`config.mk`:
```
export PLATFORM = sky130hd
export DESIGN_NAME = ur_mem_arb
export DESIGN_NICKNAME = d
export VERILOG_FILES = /design/src/rtl/ur_mem_arb.sv
export SDC_FILE = /design/constraint.sdc
export NUM_CORES = 1
export LEC_CHECK = 0
export BUFFER_PORTS_ARGS = -buffer_cell sky130_fd_sc_hd__buf_2
export CORE_MARGIN = 5
export CORE_UTILIZATION = 40
export CTS_BUF_LIST = sky130_fd_sc_hd__clkbuf_8 sky130_fd_sc_hd__clkbuf_16
export CTS_CLUSTER_SIZE = 8
export DETAILED_ROUTE_END_ITERATION = 12
export HOLD_SLACK_MARGIN = 0.15
export PLACE_DENSITY = 0.86
export SLEW_MARGIN = 20
export SYNTH_ARGS = -nofsm -noshare
export SYNTH_HDL_FRONTEND = slang
export SYNTH_SLANG_ARGS = --single-unit
export TNS_END_PERCENT = 10
```
`constraint.sdc`:
```
create_clock -name clk_i -period 2 [get_ports clk_i]
set_clock_uncertainty 0.05 [all_clocks]
set_input_delay 0.5 -clock clk_i [delete_from_list [all_inputs] [get_ports clk_i]]
set_output_delay 0.5 -clock clk_i [all_outputs]
set_load 0.02 [all_outputs]
```
`src/rtl/ur_mem_arb.sv`:
```
// ur_mem_arb: arbitrates a fetch port and an LSU port onto one memory bus,
// with at most one memory transaction outstanding.
// Build option: define URISCV_ARB_ROUND_ROBIN_EN to alternate grants on
// contention; otherwise the LSU always wins over fetch.
module ur_mem_arb (
  input  logic        clk_i,
  input  logic        rst_i,
  // fetch side
  input  logic        fetch_rd_i,
  input  logic [31:0] fetch_pc_i,
  output logic        fetch_accept_o,
  output logic        fetch_valid_o,
  output logic [31:0] fetch_instr_o,
  // LSU side
  input  logic        lsu_rd_i,
  input  logic [3:0]  lsu_wr_i,
  input  logic [31:0] lsu_addr_i,
  input  logic [31:0] lsu_data_i,
  input  logic        lsu_misaligned_i,
  output logic        lsu_accept_o,
  output logic        lsu_ack_o,
  output logic        lsu_error_o,
  output logic [31:0] lsu_data_o,
  // memory side
  output logic        mem_rd_o,
  output logic [3:0]  mem_wr_o,
  output logic [31:0] mem_addr_o,
  output logic [31:0] mem_data_o,
  input  logic        mem_accept_i,
  input  logic        mem_ack_i,
  input  logic [31:0] mem_data_i
);

  typedef enum logic [1:0] {
    ST_IDLE = 2'd0,
    ST_REQ  = 2'd1,
    ST_RESP = 2'd2
  } state_e;

  state_e      state_q;
  logic        mem_rd_q;
  logic [3:0]  mem_wr_q;
  logic [31:0] mem_addr_q;
  logic [31:0] mem_data_q;
  logic        grant_lsu_q;
  logic        fetch_valid_q;
  logic [31:0] fetch_instr_q;
  logic        lsu_ack_q;
  logic        lsu_error_q;
  logic [31:0] lsu_data_q;
`ifdef URISCV_ARB_ROUND_ROBIN_EN
  logic        last_lsu_q;
`endif

  logic lsu_pend;
  logic fetch_pend;
  logic can_grant;
  logic pick_lsu;
  logic complete;

  // Grant selection; a response pulse cycle doubles as the post-transaction idle gap.
  always_comb begin
    lsu_pend   = lsu_rd_i | (|lsu_wr_i);
    fetch_pend = fetch_rd_i;
    can_grant  = (state_q == ST_IDLE) & ~rst_i & ~fetch_valid_q & ~lsu_ack_q;
`ifdef URISCV_ARB_ROUND_ROBIN_EN
    pick_lsu   = lsu_pend & (~fetch_pend | ~last_lsu_q);
`else
    pick_lsu   = lsu_pend;
`endif
    lsu_accept_o   = can_grant & pick_lsu;
    fetch_accept_o = can_grant & fetch_pend & ~pick_lsu;
    complete       = ((state_q == ST_REQ) & mem_accept_i & mem_ack_i) |
                     ((state_q == ST_RESP) & mem_ack_i);
  end

  // Arbiter FSM, memory request registers and response registers.
  always_ff @(posedge clk_i) begin
    if (rst_i) begin
      state_q       <= ST_IDLE;
      mem_rd_q      <= 1'b0;
      mem_wr_q      <= 4'd0;
      mem_addr_q    <= 32'd0;
      mem_data_q    <= 32'd0;
      grant_lsu_q   <= 1'b0;
      fetch_valid_q <= 1'b0;
      fetch_instr_q <= 32'd0;
      lsu_ack_q     <= 1'b0;
      lsu_error_q   <= 1'b0;
      lsu_data_q    <= 32'd0;
`ifdef URISCV_ARB_ROUND_ROBIN_EN
      last_lsu_q    <= 1'b0;
`endif
    end else begin
      fetch_valid_q <= 1'b0;
      lsu_ack_q     <= 1'b0;
      lsu_error_q   <= 1'b0;
      case (state_q)
        ST_IDLE: begin
          if (lsu_accept_o || fetch_accept_o) begin
            grant_lsu_q <= lsu_accept_o;
`ifdef URISCV_ARB_ROUND_ROBIN_EN
            last_lsu_q  <= lsu_accept_o;
`endif
            if (lsu_accept_o && lsu_misaligned_i) begin
              lsu_ack_q   <= 1'b1;
              lsu_error_q <= 1'b1;
            end else if (lsu_accept_o) begin
              mem_rd_q   <= lsu_rd_i;
              mem_wr_q   <= lsu_wr_i;
              mem_addr_q <= lsu_addr_i;
              mem_data_q <= lsu_data_i;
              state_q    <= ST_REQ;
            end else begin
              mem_rd_q   <= 1'b1;
              mem_wr_q   <= 4'd0;
              mem_addr_q <= fetch_pc_i;
              mem_data_q <= 32'd0;
              state_q    <= ST_REQ;
            end
          end
        end
        ST_REQ: begin
          if (mem_accept_i) begin
            mem_rd_q   <= 1'b0;
            mem_wr_q   <= 4'd0;
            mem_addr_q <= 32'd0;
            mem_data_q <= 32'd0;
            state_q    <= mem_ack_i ? ST_IDLE : ST_RESP;
          end
        end
        ST_RESP: begin
          if (mem_ack_i) begin
            state_q <= ST_IDLE;
          end
        end
        default: state_q <= ST_IDLE;
      endcase
      if (complete) begin
        if (grant_lsu_q) begin
          lsu_ack_q  <= 1'b1;
          lsu_data_q <= mem_data_i;
        end else begin
          fetch_valid_q <= 1'b1;
          fetch_instr_q <= mem_data_i;
        end
      end
    end
  end

  assign mem_rd_o      = mem_rd_q;
  assign mem_wr_o      = mem_wr_q;
  assign mem_addr_o    = mem_addr_q;
  assign mem_data_o    = mem_data_q;
  assign fetch_valid_o = fetch_valid_q;
  assign fetch_instr_o = fetch_instr_q;
  assign lsu_ack_o     = lsu_ack_q;
  assign lsu_error_o   = lsu_error_q;
  assign lsu_data_o    = lsu_data_q;

endmodule

```
==> results.ini, run 1 <==
[run_status]
status=finished, violations left
violations=setup timing

[timing]
hold_viol_final=0
grt_setup_unrepaired=true
drv_slew=0
fmax_mhz=469.4
fin_ws_ps=-130.4
setup_viol=2
tightest_slew_ps=713.5
fin_setup_tns_ps=-210.8
min_period_over_period_pct=106.5
slew_headroom_pct=52.43
period_minus_slack_ps=2130

[yosys]
synth_area_um2=5111
synth_top_cell_by_area=dfxtp_1
synthFlopType=dfxtp_1
synth_area_per_cell_um2=9.448
ys_async_sr_fraction_pct=0
synthDistinctLibCells=31
ys_warn_count=0
syn_nets=680
yosysMostFrequentCell=dfxtp_1
netlist_top_cells_count=dfxtp_1, nand2_1, nand3_1, nor2_1
synth_edf_count=0
synth_top_area_share_pct=54.44
synth_area_leaders=dfxtp_1, a32o_1, nand2_1
syn_inst=541
ys_ff_latch=139
ys_seq_area_share_pct=54.44

[die]
die_x_um=123.0
ios=277
dieArea_um2=15140
die_h_um=123.0
start_util_pct=40.67
core_um2=12570
fp-row-count=41

[finish]
fin_util_pct=59.58
area_delta_synth_final_pct=46.51
nets=958
seq_area_um2=2784
drive_gt1_share_pct=41.88
multiInputGateArea_um2=2136
final_cells=1003
antenna_cells=0
nFillCells=1092

[setup_path]
slowest_stage=or4_4
cpLargestDelayFamily=simple AND/OR/NAND/NOR gates
crit_buf_inv=3
worstPathMaxFanout=3
crit_path_frequent_cell=buf_6
crit_required_ps=1450
worstPathArrival_ps=1580
critPathKind=input pin to output port
cp-start-kind=input pin
cp_slowest_stage_delay_ps=570
crit_chain=buf_6 > or4_4 > o211ai_4 > inv_4 > buf_6
end_kind=output port

[power_and_ir_drop]
cellInternalPower_mw=5.435
powerDensity_nw_per_um2=963.2
max-vdd-ir-drop_mv=0.6142
p_seq_share_pct=41.4
p_comb_share_pct=12.8
clock_power_share_pct=45.8
p_leak_nw=3.394
p_total_mw=7.213
p_switching_mw=1.778
swShare_pct=24.65

[clock_tree]
cts_root_buf=clkbuf_16
htree_num_levels=4
numCtsBuffers=17
clock_sinks=139
clkLatencyLatePin_ps=410
cts_tree=done
ctsHoldBuffers=0
clockBufferDepth=2
path_clk_slew_ps=60

[route]
drt_iter0_drc=371
wl_per_cell_um=16.31
drtAntennaViolNets=0
drt_pass1_iterations=7
drc=0
vias_per_cell=5.104
wl_mm=16.36
vias=5119

[hold_path]
worst_hold_path_type=input pin to register

[placement]
place.port_buffers=276
dp_hpwl_mm=11.85
gp_congestion=0.8281
placed_cells=969

[grt]
antenna_found_initial=0
grt_pass1_vias=4830
grt_pass1_wl_mm=24.66
grt_max_degree=69
overflow=0
grtUsageTotal_pct=20.84

[flow_run]
max_cap_violations=0

[power by group through the flow]
stage	Combinational (mW)	Sequential, mW	Clock, mW
after floorplan	0.321	3.21	0
after global placement	0.894	3.04	0
after detailed placement	0.905	3.05	0
after CTS	0.923	2.99	3.37
after global routing	0.992	3.00	3.51
final	0.921	2.99	3.30
[cell usage in the layout, fill, tap and decap left out, drive strengths merged, types with 2 or more instances in the layout]
cell,netlist,layout
mux2i,32,32
clkinv,0,6
nand2b,2,2
nor2b,2,2
nand2,96,96
inv,3,4
nor3,2,2
a22o,2,2
a211oi,2,2
a32o,36,36
clkbuf,36,19
nor2,38,38
bufinv,0,4
buf,10,305
a21oi,33,33
dfxtp,139,139
o211ai,34,34
nand3,65,65
[worst reg2reg max path, stage by stage, from the launching register on]
cell and delay, ps:
dfxtp_2 350, nor3_2 180, buf_4 150, o211ai_4 80
buf_4 140, buf_4 130, nor2_2 210, mux2_2 360
[logic make-up (layout without fill, tap and decap cells)]
| group | after synthesis | count (layout) | synth area share, % |
|---|---|---|---|
| buf+inv | 49 | 339 | 4.553 |
| mux | 33 | 33 | 6.487 |
| simple gates | 209 | 209 | 17.53 |
| flops | 139 | 139 | 54.44 |
| compound gates | 111 | 111 | 16.99 |
[final cells by class]
class	count	share of cell area (%)
Clock buffer	19	6.048
Clock inverter	12	2.306
Inverter	3	0.1838
Multi-Input combinational cell	353	28.52
Sequential cell	139	37.18
Tap cell	172	2.874
Timing Repair Buffer	305	22.89
[per-stage QoR]
step,instance area [um^2],setup WS [ps],hold WS (ps)
3_3_place_gp,6814,-241.8,388.1
5_1_grt,7488,-153.7,227.6
6_report,7488,-130.4,240.5
2_1_floorplan,5130,-125.1,448.1
4_1_cts,7483,-123.3,225.3
3_5_place_dp,6814,-302.9,393.2
[final timing paths]
path	start	end	slack [ps]	cells after the start
hold reg to reg	lsu_data_o[24]$_SDFFE_PP0P_	lsu_data_o[24]$_SDFFE_PP0P_	400	2
setup / recovery	lsu_wr_i[0]	lsu_accept_o	-130	5
setup reg to reg	state_q[0]$_SDFFE_PP0P_	mem_rd_o$_SDFFE_PP0P_	250	7
hold / removal	lsu_data_i[1]	mem_data_o[1]$_SDFFE_PP0P_	240	2
[repair_timing]
action	CTS	global route
pin swaps	2	2
setup endpoints to repair	2	4
buffers inserted	3	0
gates resized for setup	6	1
[metal layers]
metal	global-route usage (%)	wire length (um)	share of wire (%)	up-vias
met3	6.130	1392	8.5	36
met1	24.28	6143	38	2364
met5	0	0	0	-
li1	-	-	-	2487
met4	8.651	399	2.4	0
met2	35.80	8422	51	232
[state kept, by name (all words and copies together) (netlist names)]
register	count
fetch_instr_o	32
lsu_data_o	32
mem_addr_o	32
mem_data_o	32
mem_wr_o	4
state_q	2
fetch_valid_o	1
grant_lsu_q	1
lsu_ack_o	1
lsu_error_o	1
mem_rd_o	1
Note: power is estimated with default switching activity, not from simulation.
==> run 2: changes to the inputs <==
Settings changed: CORE_ASPECT_RATIO set to 1.4.
==> results.ini, run 2 (same netlist as run 1, synthesis figures left out) <==
[route]
wl_mm=16.57  ; +1.3%
drt_pass1_iterations=5  ; -2
drt_iter0_drc=310  ; -16%
drc=0  ; unchanged
vias=5164  ; +0.88%
vias_per_cell=5.253  ; +2.9%
drtAntennaViolNets=0  ; unchanged
wl_per_cell_um=16.85  ; +3.3%

[die]
die_x_um=105.5  ; -14%
core_um2=12690  ; +0.98%
start_util_pct=40.27  ; -0.39 points
dieArea_um2=15170  ; +0.21%
die_h_um=143.8  ; +17%
fp-row-count=49  ; +20%
ios=277  ; unchanged

[placement]
pre_cts_slack_ps=-277.9  ; +25.05 ps
place_area_um2=6780  ; -0.50%
place.port_buffers=276  ; unchanged
dp_hpwl_mm=11.99  ; +1.2%
gp_congestion=0.7818  ; -5.6%

[clock_tree]
cts_root_buf=clkbuf_16
clockBufferDepth=2  ; unchanged
path_clk_slew_ps=60  ; about the same
numCtsBuffers=17  ; unchanged
clkLatencyLatePin_ps=400  ; about the same
cts_tree=done
htree_num_levels=4  ; unchanged
clock_sinks=139  ; unchanged

[setup_path]
cp-start-kind=input pin
r2r_start=state_q[0]$_SDFFE_PP0P_
crit_required_ps=1450  ; about the same
end_kind=output port
critical_path.startpoint=lsu_wr_i[1]
critPathKind=input pin to output port
worstPathMaxFanout=3  ; unchanged
worstPathArrival_ps=1560  ; -20 ps

[timing]
tightest_slew_ps=678.9  ; -34.64 ps
setup_viol=2  ; unchanged
grt_setup_unrepaired=true
fin_ws_ps=-106.8  ; +23.60 ps
hold_viol_final=0  ; unchanged
slew_headroom_pct=54.74  ; +2.3 points
min_period_over_period_pct=105.3  ; -1.2 points
period_minus_slack_ps=2107  ; -23.60 ps
fmax_mhz=474.7  ; +1.1%
fin_setup_tns_ps=-153.1  ; +57.76 ps
drv_slew=0  ; unchanged

[finish]
nFillCells=1130  ; +3.5%
final_area_um2=7472  ; -0.22%
area_delta_synth_final_pct=46.19
antenna_cells=0  ; unchanged
seq_area_um2=2784  ; unchanged
final_common_cell=buf_2
final_cell_mix=buf_2, dfxtp_1, nand2_1
fin_util_pct=58.88  ; -0.70 points
drive_gt1_share_pct=41.81  ; -0.070 points
nets=956  ; -0.21%
multiInputGateArea_um2=2136  ; unchanged

[power_and_ir_drop]
powerDensity_nw_per_um2=976.1  ; +1.3%
p_leak_nw=3.392  ; about the same
max-vdd-ir-drop_mv=0.5420  ; -12%
p_total_mw=7.294  ; +1.1%

[grt]
grt_pass1_wl_mm=25.68  ; +4.1%
grt_max_degree=69  ; unchanged
grt_pass1_vias=4955  ; +2.6%
antenna_found_initial=2  ; +2
grtUsageTotal_pct=21.01  ; +0.17 points
overflow=0  ; unchanged

[hold_path]
hp-start=lsu_data_i[0]
worst_hold_path_type=input pin to register

[flow_run]
max_cap_violations=0  ; unchanged

[run_status]
violations=setup timing
status=finished, violations left

run 2: changes by cell type in the layout (fill, tap and decap cells not counted), sizes merged:
cell	delta
buf	-2
clkbuf	-2
clkinv	-4
clkinvlp	+1
inv	+6
run 2: repair_timing:
action,4_1_cts,5_1_grt
endpoints found under the hold margin,0,0
hold buffers,0,0
setup buffers,4,0
pin swaps,3,1
gates resized for setup,6,1
endpoints found under the setup margin,2,3
run 2: area by class of cell:
class / instances / share of cell area, %
inverters: 3 / 0.1842
flip-flops and latches: 139 / 37.26
multi-input cells: 353 / 28.58
clock inverters: 15 / 2.813
repair buffers: 303 / 22.91
clock buffers: 17 / 5.693
well taps: 153 / 2.562
run 2: path summary, 6_finish.rpt:
check	slack, ps	cells past startpoint	to
setup / recovery	-110	5	lsu_accept_o
hold / removal	250	2	mem_data_o[0]$_SDFFE_PP0P_
setup reg to reg	160	8	mem_rd_o$_SDFFE_PP0P_
hold reg to reg	400	2	lsu_data_o[6]$_SDFFE_PP0P_
run 2: power breakdown:
| part | internal, mW | switching, mW | leakage (nW) |
|---|---|---|---|
| Combinational | 0.386 | 0.548 | 1.95 |
| Clock | 2.12 | 1.25 | 0.310 |
| Sequential | 2.91 | 0.0774 | 1.13 |
run 2: routing by layer:
metal | vias up | track usage, % | wire (um)
met2 | 232 | 36.06 | 8555
met1 | 2406 | 24.21 | 6259
met4 | 4 | 8.254 | 410
met3 | 34 | 7.101 | 1316
met5 | - | 0 | 25
li1 | 2488 | - | -
run 2: critical path, cell delays in order:
cell and delay, ps:
buf_2 110, or4_4 550, o211ai_4 210, inv_4 50
buf_6 130
run 2: through the flow:
stage                     std cells  hold slack, ps
final                           983           249.5
after CTS                       983           231.5
after detailed placement        947           393.4
after global routing            983           230.7
after floorplan                 541           448.1
after global placement          947           388.1
==> run 3: changes to the inputs <==
Settings changed: REMOVE_ABC_BUFFERS set to 1.
==> results.ini, run 3 (same netlist as run 1, synthesis figures left out) <==
[die]
fp-row-count=49  ; unchanged
die_x_um=105.5  ; unchanged
start_util_pct=40.27  ; unchanged
dieArea_um2=15170  ; unchanged
core_um2=12690  ; unchanged
ios=277  ; unchanged
die_h_um=143.8  ; unchanged

[route]
wl_per_cell_um=16.21  ; -3.8%
drtAntennaViolNets=0  ; unchanged
vias_per_cell=5.185  ; -1.3%
wl_mm=16.03  ; -3.3%
drc=0  ; unchanged
drt_pass1_iterations=4  ; -1
drt_iter0_drc=205  ; -34%
vias=5128  ; -0.70%

[clock_tree]
clkLatencyLatePin_ps=390  ; about the same
cts_tree=done
htree_num_levels=4  ; unchanged
path_clk_slew_ps=60  ; about the same
numCtsBuffers=17  ; unchanged
cts_root_buf=clkbuf_16
clock_sinks=139  ; unchanged
clockBufferDepth=2  ; unchanged

[setup_path]
end_kind=output port
cp-start-kind=input pin
cpLargestDelayFamily=simple AND/OR/NAND/NOR gates
worstPathMaxFanout=3  ; unchanged
crit_buf_inv=3  ; unchanged
cp.depth=5  ; unchanged
crit_chain=buf_6 > or4_4 > o211ai_2 > inv_2 > buf_6
worst_r2r_path_depth=8  ; unchanged
r2r_end=mem_data_o[13]$_SDFFE_PP0P_
cp_slowest_stage_delay_ps=560  ; about the same
critPathKind=input pin to output port
r2r_start=state_q[1]$_SDFFE_PP0P_
critical_path.startpoint=lsu_wr_i[0]
worstPathArrival_ps=1600  ; +40 ps
r2r_slack_ps=180  ; +20 ps
slowest_stage=or4_4
crit_required_ps=1450  ; about the same
crit_path_frequent_cell=buf_6

[finish]
final_cell_mix=buf_2, dfxtp_1, nand2_1
nets=962  ; +0.63%
drive_gt1_share_pct=42.63  ; +0.83 points
area_delta_synth_final_pct=47.12
final_common_cell=buf_2

[run_status]
status=finished, violations left
violations=setup timing

[grt]
grt_max_degree=43  ; -38%
overflow=0  ; unchanged
antenna_found_initial=3  ; +1
grt_pass1_vias=5134  ; +3.6%
grt_pass1_wl_mm=25.26  ; -1.6%
grtUsageTotal_pct=20.45  ; -0.56 points

[power_and_ir_drop]
p_leak_nw=3.416  ; +0.69%
p_total_mw=7.111  ; -2.5%
max-vdd-ir-drop_mv=0.5079  ; -6.3%
powerDensity_nw_per_um2=945.7  ; -3.1%

[timing]
min_period_over_period_pct=107.5  ; +2.1 points
tightest_slew_ps=434.3  ; -244.6 ps
drv_slew=0  ; unchanged
period_minus_slack_ps=2149  ; +42.36 ps
grt_setup_unrepaired=true
setup_viol=3  ; +1
fmax_mhz=465.3  ; -2.0%
hold_viol_final=0  ; unchanged
slew_headroom_pct=71.05  ; +16 points
fin_ws_ps=-149.2  ; -42.36 ps
fin_hold_ws_ps=256.9  ; +7.381 ps

[placement]
gp_congestion=0.8656  ; +11%
dp_hpwl_mm=11.65  ; -2.9%
place.port_buffers=276  ; unchanged

[hold_path]
hp-start=lsu_data_i[14]
min_to=mem_data_o[14]$_SDFFE_PP0P_
hold_path_depth=2  ; unchanged
worst_hold_path_type=input pin to register

[flow_run]
max_cap_violations=0  ; unchanged

==> run 3: layer usage <==
layer,routed length [um],vias to the layer above,GRT usage (%)
met4,240,4,7.026
met2,8316,219,36.06
li1,-,2494,-
met3,1329,24,6.921
met1,6113,2387,23.17
met5,27,-,0
==> run 3: per-stage QoR <==
stage	setup slack, ps	area, um^2	TNS (ps)	util, %	std cells
after floorplan	-1351	4890	-132400	-	495
after global placement	-273.7	6815	-18350	53.70	952
after detailed placement	-364.2	6815	-21900	53.70	952
after CTS	-151.5	7486	-235.4	58.99	985
after global routing	-166.6	7520	-472.4	59.25	989
final	-149.2	7520	-178.6	59.25	989
==> run 3: layout make-up <==
class                           instances  area (um^2)
Antenna cell                            1        2.502
Sequential cell                       139         2785
Inverter                                3        11.26
Multi-Input combinational cell        353         2147
Clock inverter                         13        167.7
Timing Repair Buffer                  309         1775
Fill cell                            1125         5171
Clock buffer                           18        439.2
Tap cell                              153        191.4
==> run 3: what timing repair did <==
action / in CTS / in global routing
endpoints found under the setup margin: 2 / 37
hold endpoints to repair: 0 / 0
hold buffers: 0 / 0
gates resized for setup: 10 / 3
setup buffers: 2 / 3
pin swaps: 2 / 9
==> run 3: worst max path at each step <==
| stage | slack, ps | endpoint |
|---|---|---|
| after floorplan | -1350 | mem_rd_o$_SDFFE_PP0P_ |
| after global placement | -270 | mem_addr_o[23]$_SDFFE_PP0P_ |
| after detailed placement | -360 | mem_addr_o[12]$_SDFFE_PP0P_ |
| after CTS | -150 | lsu_accept_o |
| after global routing | -170 | lsu_accept_o |
| final | -150 | lsu_accept_o |
==> run 3: report_power, final <==
group | internal (mW) | switching, mW
clock network | 2.00 | 1.18
logic | 0.396 | 0.542
registers | 2.91 | 0.0769
